## src/rtl/bcl_serial_sub_19_pkg.sv

```systemverilog
// Shared constants, FSM state type and block partition helper for the
// block-serial 19-bit subtractor.
package bcl_sub_pkg;

  localparam int WIDTH      = 19;
  localparam int BLK        = 4;
  localparam int NBLK       = 5;
  localparam int LAST_BLK_W = 3;

  typedef enum logic [1:0] {
    IDLE,
    BUSY,
    DONE
  } state_t;

  typedef struct packed {
    logic [4:0] lo;
    logic [2:0] lanes;
  } blk_info_t;

  // Blocks are 4 bits wide LSB first; the top block only has 3 live lanes.
  function automatic blk_info_t block_info(input logic [2:0] k);
    blk_info_t info;
    info.lo    = {k, 2'b00};
    info.lanes = (k == 3'(NBLK - 1)) ? 3'(LAST_BLK_W) : 3'(BLK);
    return info;
  endfunction

endpackage

```

## src/rtl/bcl_serial_sub_19_if.sv

```systemverilog
// Operand/result handshake bundle for bcl_serial_sub_19.
interface bcl_serial_sub_19_if;
  import bcl_sub_pkg::*;

  logic             in_valid;
  logic             in_ready;
  logic [WIDTH-1:0] x;
  logic [WIDTH-1:0] y;
  logic             out_valid;
  logic             out_ready;
  logic [WIDTH:0]   d;
  logic             busy;

  modport master (
    output in_valid, x, y, out_ready,
    input  in_ready, out_valid, d, busy
  );

  modport slave (
    input  in_valid, x, y, out_ready,
    output in_ready, out_valid, d, busy
  );

endinterface

```

## src/rtl/bcl_serial_sub_19_block.sv

```systemverilog
// One 4-bit carry look-ahead slice of x + ~y; cout is tapped at the
// requested lane so a narrower top block reports its own carry.
module bcl_sub_block (
  input  logic [3:0] a,
  input  logic [3:0] b_n,
  input  logic       cin,
  input  logic [2:0] lanes,
  output logic [3:0] sum,
  output logic       cout
);

  logic [3:0] g;
  logic [3:0] p;
  logic [4:0] c;

  assign g = a & b_n;
  assign p = a ^ b_n;

  always_comb begin
    c[0] = cin;
    c[1] = g[0] | (p[0] & cin);
    c[2] = g[1] | (p[1] & g[0]) | (p[1] & p[0] & cin);
    c[3] = g[2] | (p[2] & g[1]) | (p[2] & p[1] & g[0])
         | (p[2] & p[1] & p[0] & cin);
    c[4] = g[3] | (p[3] & g[2]) | (p[3] & p[2] & g[1])
         | (p[3] & p[2] & p[1] & g[0]) | (p[3] & p[2] & p[1] & p[0] & cin);
    sum  = p ^ c[3:0];
  end

  always_comb begin
    case (lanes)
      3'd0:    cout = c[0];
      3'd1:    cout = c[1];
      3'd2:    cout = c[2];
      3'd3:    cout = c[3];
      default: cout = c[4];
    endcase
  end

endmodule

```

## src/rtl/bcl_serial_sub_19.sv

```systemverilog
// Block-serial subtractor: d = x - y (20-bit two's complement), one
// carry look-ahead block per clock behind a valid/ready handshake.
module bcl_serial_sub_19
  import bcl_sub_pkg::*;
(
  input  logic                clk,
  input  logic                rst_n,
  bcl_serial_sub_19_if.slave  bus
);

  state_t           state;
  logic [2:0]       blk;
  logic             carry;
  logic [WIDTH-1:0] x_reg;
  logic [WIDTH-1:0] y_n_reg;
  logic [WIDTH:0]   d_reg;
  logic             in_ready_reg;
  logic             out_valid_reg;
  logic             busy_reg;

  blk_info_t        info;
  logic [3:0]       a;
  logic [3:0]       b_n;
  logic [3:0]       sum;
  logic             cout;
  logic             last_blk;
  logic [WIDTH:0]   mask;
  logic [WIDTH:0]   sum_ext;
  logic [WIDTH:0]   d_next;

  assign bus.in_ready  = in_ready_reg;
  assign bus.out_valid = out_valid_reg;
  assign bus.d         = d_reg;
  assign bus.busy      = busy_reg;

  assign info     = block_info(blk);
  assign last_blk = (blk == 3'(NBLK - 1));

  always_comb begin
    a   = '0;
    b_n = '0;
    case (blk)
      3'd0: begin a = x_reg[3:0];   b_n = y_n_reg[3:0];   end
      3'd1: begin a = x_reg[7:4];   b_n = y_n_reg[7:4];   end
      3'd2: begin a = x_reg[11:8];  b_n = y_n_reg[11:8];  end
      3'd3: begin a = x_reg[15:12]; b_n = y_n_reg[15:12]; end
      3'd4: begin a = {1'b0, x_reg[18:16]}; b_n = {1'b1, y_n_reg[18:16]}; end
      default: begin a = '0; b_n = '0; end
    endcase
  end

  bcl_sub_block u_block (
    .a     (a),
    .b_n   (b_n),
    .cin   (carry),
    .lanes (info.lanes),
    .sum   (sum),
    .cout  (cout)
  );

  // The top block's 4th sum lane is padding; d[19] is the inverted carry out.
  always_comb begin
    sum_ext = {{(WIDTH + 1 - BLK){1'b0}}, sum};
    mask    = {{(WIDTH + 1 - BLK){1'b0}}, {BLK{1'b1}}} << info.lo;
    d_next  = (d_reg & ~mask) | (sum_ext << info.lo);
    if (last_blk) begin
      d_next[WIDTH] = ~cout;
    end
  end

  always_ff @(posedge clk) begin
    if (!rst_n) begin
      state         <= IDLE;
      blk           <= '0;
      carry         <= 1'b0;
      x_reg         <= '0;
      y_n_reg       <= '0;
      d_reg         <= '0;
      in_ready_reg  <= 1'b1;
      out_valid_reg <= 1'b0;
      busy_reg      <= 1'b0;
    end else begin
      case (state)
        IDLE: begin
          if (bus.in_valid) begin
            x_reg        <= bus.x;
            y_n_reg      <= ~bus.y;
            carry        <= 1'b1;
            blk          <= '0;
            in_ready_reg <= 1'b0;
            busy_reg     <= 1'b1;
            state        <= BUSY;
          end
        end
        BUSY: begin
          d_reg <= d_next;
          carry <= cout;
          if (last_blk) begin
            blk           <= '0;
            busy_reg      <= 1'b0;
            out_valid_reg <= 1'b1;
            state         <= DONE;
          end else begin
            blk <= blk + 3'd1;
          end
        end
        DONE: begin
          if (bus.out_ready) begin
            out_valid_reg <= 1'b0;
            in_ready_reg  <= 1'b1;
            state         <= IDLE;
          end
        end
        default: begin
          state         <= IDLE;
          in_ready_reg  <= 1'b1;
          out_valid_reg <= 1'b0;
          busy_reg      <= 1'b0;
        end
      endcase
    end
  end

endmodule

```

## src/flat_wrapper.sv

```systemverilog
// flat-port wrapper written by rule: the top's interface ports become plain ports
module bcl_serial_sub_19_flat import bcl_sub_pkg::*;
  (clk, rst_n, bus_in_valid, bus_x, bus_y, bus_out_ready, bus_in_ready, bus_out_valid, bus_d, bus_busy);
  bcl_serial_sub_19_if bus_i ();
  input  logic clk;
  input  logic rst_n;
  input wire logic [$bits(bus_i.in_valid)-1:0] bus_in_valid;
  input wire logic [$bits(bus_i.x)-1:0] bus_x;
  input wire logic [$bits(bus_i.y)-1:0] bus_y;
  input wire logic [$bits(bus_i.out_ready)-1:0] bus_out_ready;
  output wire logic [$bits(bus_i.in_ready)-1:0] bus_in_ready;
  output wire logic [$bits(bus_i.out_valid)-1:0] bus_out_valid;
  output wire logic [$bits(bus_i.d)-1:0] bus_d;
  output wire logic [$bits(bus_i.busy)-1:0] bus_busy;
  assign bus_i.in_valid = bus_in_valid;
  assign bus_i.x = bus_x;
  assign bus_i.y = bus_y;
  assign bus_i.out_ready = bus_out_ready;
  assign bus_in_ready = bus_i.in_ready;
  assign bus_out_valid = bus_i.out_valid;
  assign bus_d = bus_i.d;
  assign bus_busy = bus_i.busy;
  bcl_serial_sub_19 u_core (.clk(clk), .rst_n(rst_n), .bus(bus_i));
endmodule
```

## config.mk

```make
export PLATFORM = sky130hd
export DESIGN_NAME = bcl_serial_sub_19_flat
export DESIGN_NICKNAME = d
export VERILOG_FILES = /design/src/rtl/bcl_serial_sub_19_pkg.sv /design/src/rtl/bcl_serial_sub_19_if.sv /design/src/rtl/bcl_serial_sub_19_block.sv /design/src/rtl/bcl_serial_sub_19.sv /design/src/flat_wrapper.sv
export SDC_FILE = /design/constraint.sdc
export NUM_CORES = 1
export LEC_CHECK = 0
export CORE_UTILIZATION = 28
export CTS_CLUSTER_DIAMETER = 60
export CTS_CLUSTER_SIZE = 10
export DETAILED_ROUTE_END_ITERATION = 8
export GPL_TIMING_DRIVEN = 0
export SYNTH_ARGS = -nofsm -noshare
export SYNTH_HDL_FRONTEND = slang
export SYNTH_SLANG_ARGS = --single-unit
export TNS_END_PERCENT = 1
```

## constraint.sdc

```tcl
create_clock -name clk -period 3.6 [get_ports clk]
set_clock_uncertainty 0.1 [all_clocks]
set_input_delay 0.54 -clock clk [delete_from_list [all_inputs] [get_ports clk]]
set_output_delay 0.54 -clock clk [all_outputs]
set_load 0.005 [all_outputs]
```

==> reports/metrics.yaml <==
dieHeight_um: 106
relSlewSlack_pct: 62.9
crit_family: "simple AND/OR/NAND/NOR gates"
setup_viol: 0
end_kind: "register"
syn_area_per_cell_um2: 8.60
min_path_type: "register to register"
synth_compound_area_share_pct: 23.2
cts_resized: 0
reg2reg_depth: 13
postCtsSetupRepairBufs: 0
slew_violations: 0
ant_nets: 0
cap_viol_max_count: 0
crit_path_max_fanout: 9
ctsRootBufferMaster: "clkbuf_8"
netlist-cell-type-count: 50
clk_latency_ps: 350
start_util_pct: 29.1
fmax_mhz: 297
clkSinkCount: 67
numCtsBuffers: 9
seq_area_frac_synth_pct: 44.4
htreeDepth: 3
largest_reg_flops: 20
yosys_most_used_dff: "dfxtp_1"
slowest_stage: "or3_4"
vias: 2742
ys_warn_count: 0
clk_path_buf_depth: 2
path_cells: "clkbuf_2 > inv_1 > ha_1 > buf_2 > and2_4 > a222oi_1 > o21ai_1 > nor2b_1 > ha_1 > a211oi_2 > nor2_1 > or3_4 > o21ai_2"
hp-start: "u_core.x_reg[5]"
muxShareOfSynthArea_pct: 0
cts_tree: "built"
critPathArrivalTime_ps: 3550
synthXorXnorAreaFrac_pct: 0.290
fp.dieW_um: 106
async_flop_share_pct: 0
min_period_ps: 3370
dp_hpwl_um: 6030
postSynthCellCount: 351
grt_pass1_wl_um: 12900
worstPathRequired_ps: 3780
synth_edf_count: 0
std_cell_rows: 37
power_density_mw_per_mm2: 426
path_depth: 13
startpoint_type: "register"
clkTransAtPathRegs_ps: 70
gp_congestion: 0.847
status: "completed"
ir_worst_vdd_uv: 139
grt.overflow.total: 0
synth_top_family_by_area: "compound AO/OA/AOI/OAI gates"
synth-simple-area-share_pct: 21.3
grt_pass1_vias: 2634
crit_type: "register to register"
finalWirelength_um: 7990
critPathMaxStageDelay_ps: 440
antenna_found_initial: 0
timing.critical_path.mode_cell: "ha_1"
tns_ps: 0
leakage_uw: 0.00146
wl_per_cell_um: 14.1
layout.nets: 478
final-hold-violation-count: 0
die_area_mm2: 0.0112
grt_max_degree: 12
core_area_mm2: 0.0104
finalCritPeriodShare_pct: 93.7
fin_util_pct: 38.9
area_growth_pct: 33.6
layout-drive-gt1-share_pct: 10.7
rsz0062_at_grt: "no"
yosys_register_bits: 67
cts_hold_repair.buffers: 0
ioPinCount: 65
dr.pass1.iters: 5
worst-path-buf-inv: 3
timing.rr.start: "u_core.blk[0]"
fill_cells: 1089
worst_pin_slew_ps: 557
final_area_mm2: 0.00403
viasPerCell: 4.84
syn_nets: 404
diodes: 0
drtIter0Drc: 148
route.detailed.drc: 0
track_usage_pct: 14.9
portBuffers: 63
netlist_area_mm2: 0.00302
holdPathStages: 2
placed_cell_area_mm2: 0.00382
synthAdderAreaFrac_pct: 4.81
cp-startpoint: "u_core.blk[0]"
-- final cells by class --
type	instances	area (um^2)	area share [%]
flip-flops and latches	67	1340	33.3
well taps	136	170	4.22
repair buffers	63	631	15.6
clock buffers	12	155	3.85
plain buffers	25	150	3.72
inverters	8	30.0	0.745
clock inverters	4	48.8	1.21
multi-input cells	251	1510	37.4
-- synth_stat cells (6+ instances only) --
| cell type | count | area, um^2 |
|---|---|---|
| a211oi_1 | 21 | 158 |
| nand3_1 | 15 | 75.1 |
| inv_1 | 7 | 26.3 |
| dfxtp_1 | 67 | 1340 |
| o21ai_0 | 9 | 45.0 |
| nand2_1 | 61 | 229 |
| ha_1 | 10 | 125 |
| buf_2 | 8 | 40.0 |
| a21oi_1 | 33 | 165 |
| nor2_1 | 30 | 113 |
| clkbuf_1 | 8 | 30.0 |
| buf_4 | 6 | 45.0 |
| a22oi_1 | 9 | 67.6 |
-- report_power, final --
group / switching, uW / internal, uW / total, uW / leakage, uW
Combinational: 142 / 131 / 273 / 0.000805
Sequential: 24.8 / 781 / 806 / 0.000549
Clock: 280 / 357 / 637 / 0.000106
Total: 447 / 1270 / 1720 / 0.00146
-- layer usage --
metal  GRT usage [%]  vias to the layer above  wire [um]
li1                -                     1396          -
met1            19.8                     1265       3890
met2            23.4                       74       3670
met3            3.53                        7        336
met4            5.65                        0         91
met5               0                        -          0
-- through the flow --
step | hold WS, ps | power, uW | instances | worst slack (ps)
finish | 357 | 1720 | 566 | 228
global placement | 348 | 1090 | 550 | 109
detailed placement | 347 | 1090 | 550 | 36.5
floorplan | 336 | 979 | 351 | 492
CTS | 357 | 1730 | 566 | 11.3
global route | 386 | 1800 | 566 | 56.2
-- cells in the final DEF (no fill, tap or decap), types with 3 or more instances in the layout --
cell / count
dfxtp_1: 67
clkdlybuf4s50_1: 63
nand2_1: 61
a21oi_1: 33
nor2_1: 30
a211oi_1: 20
nand3_1: 15
clkbuf_8: 11
ha_1: 10
a22oi_1: 9
buf_2: 8
o21ai_0: 8
clkbuf_1: 8
inv_1: 7
buf_4: 6
a31oi_1: 5
nor2b_1: 4
o2bb2ai_1: 4
and2_1: 4
nand4_1: 4
buf_6: 3
a222oi_1: 3
o21ai_1: 3
nand2b_1: 3
o21ai_2: 3
-- tightest hold or removal path: cells and delay by family (launching register included) --
kind,cells,cell delay [ps]
flops,1,310
simple gates,1,50
compound gates,1,50
-- logic make-up (layout without fill, tap and decap cells) --
| group | count (synthesis) | in the layout |
|---|---|---|
| simple gates | 134 | 134 |
| compound gates | 105 | 105 |
| flops | 67 | 67 |
| buf+inv | 33 | 112 |
| fa+ha+maj | 11 | 11 |
| xor+xnor | 1 | 1 |
-- worst paths after layout --
check | to | slack (ps)
max | u_core.bus.d[10] | 230
min | u_core.x_reg[5] | 360
max reg2reg | u_core.bus.d[10] | 230
min reg2reg | u_core.x_reg[5] | 360
Power figures use the tool's default switching activity.
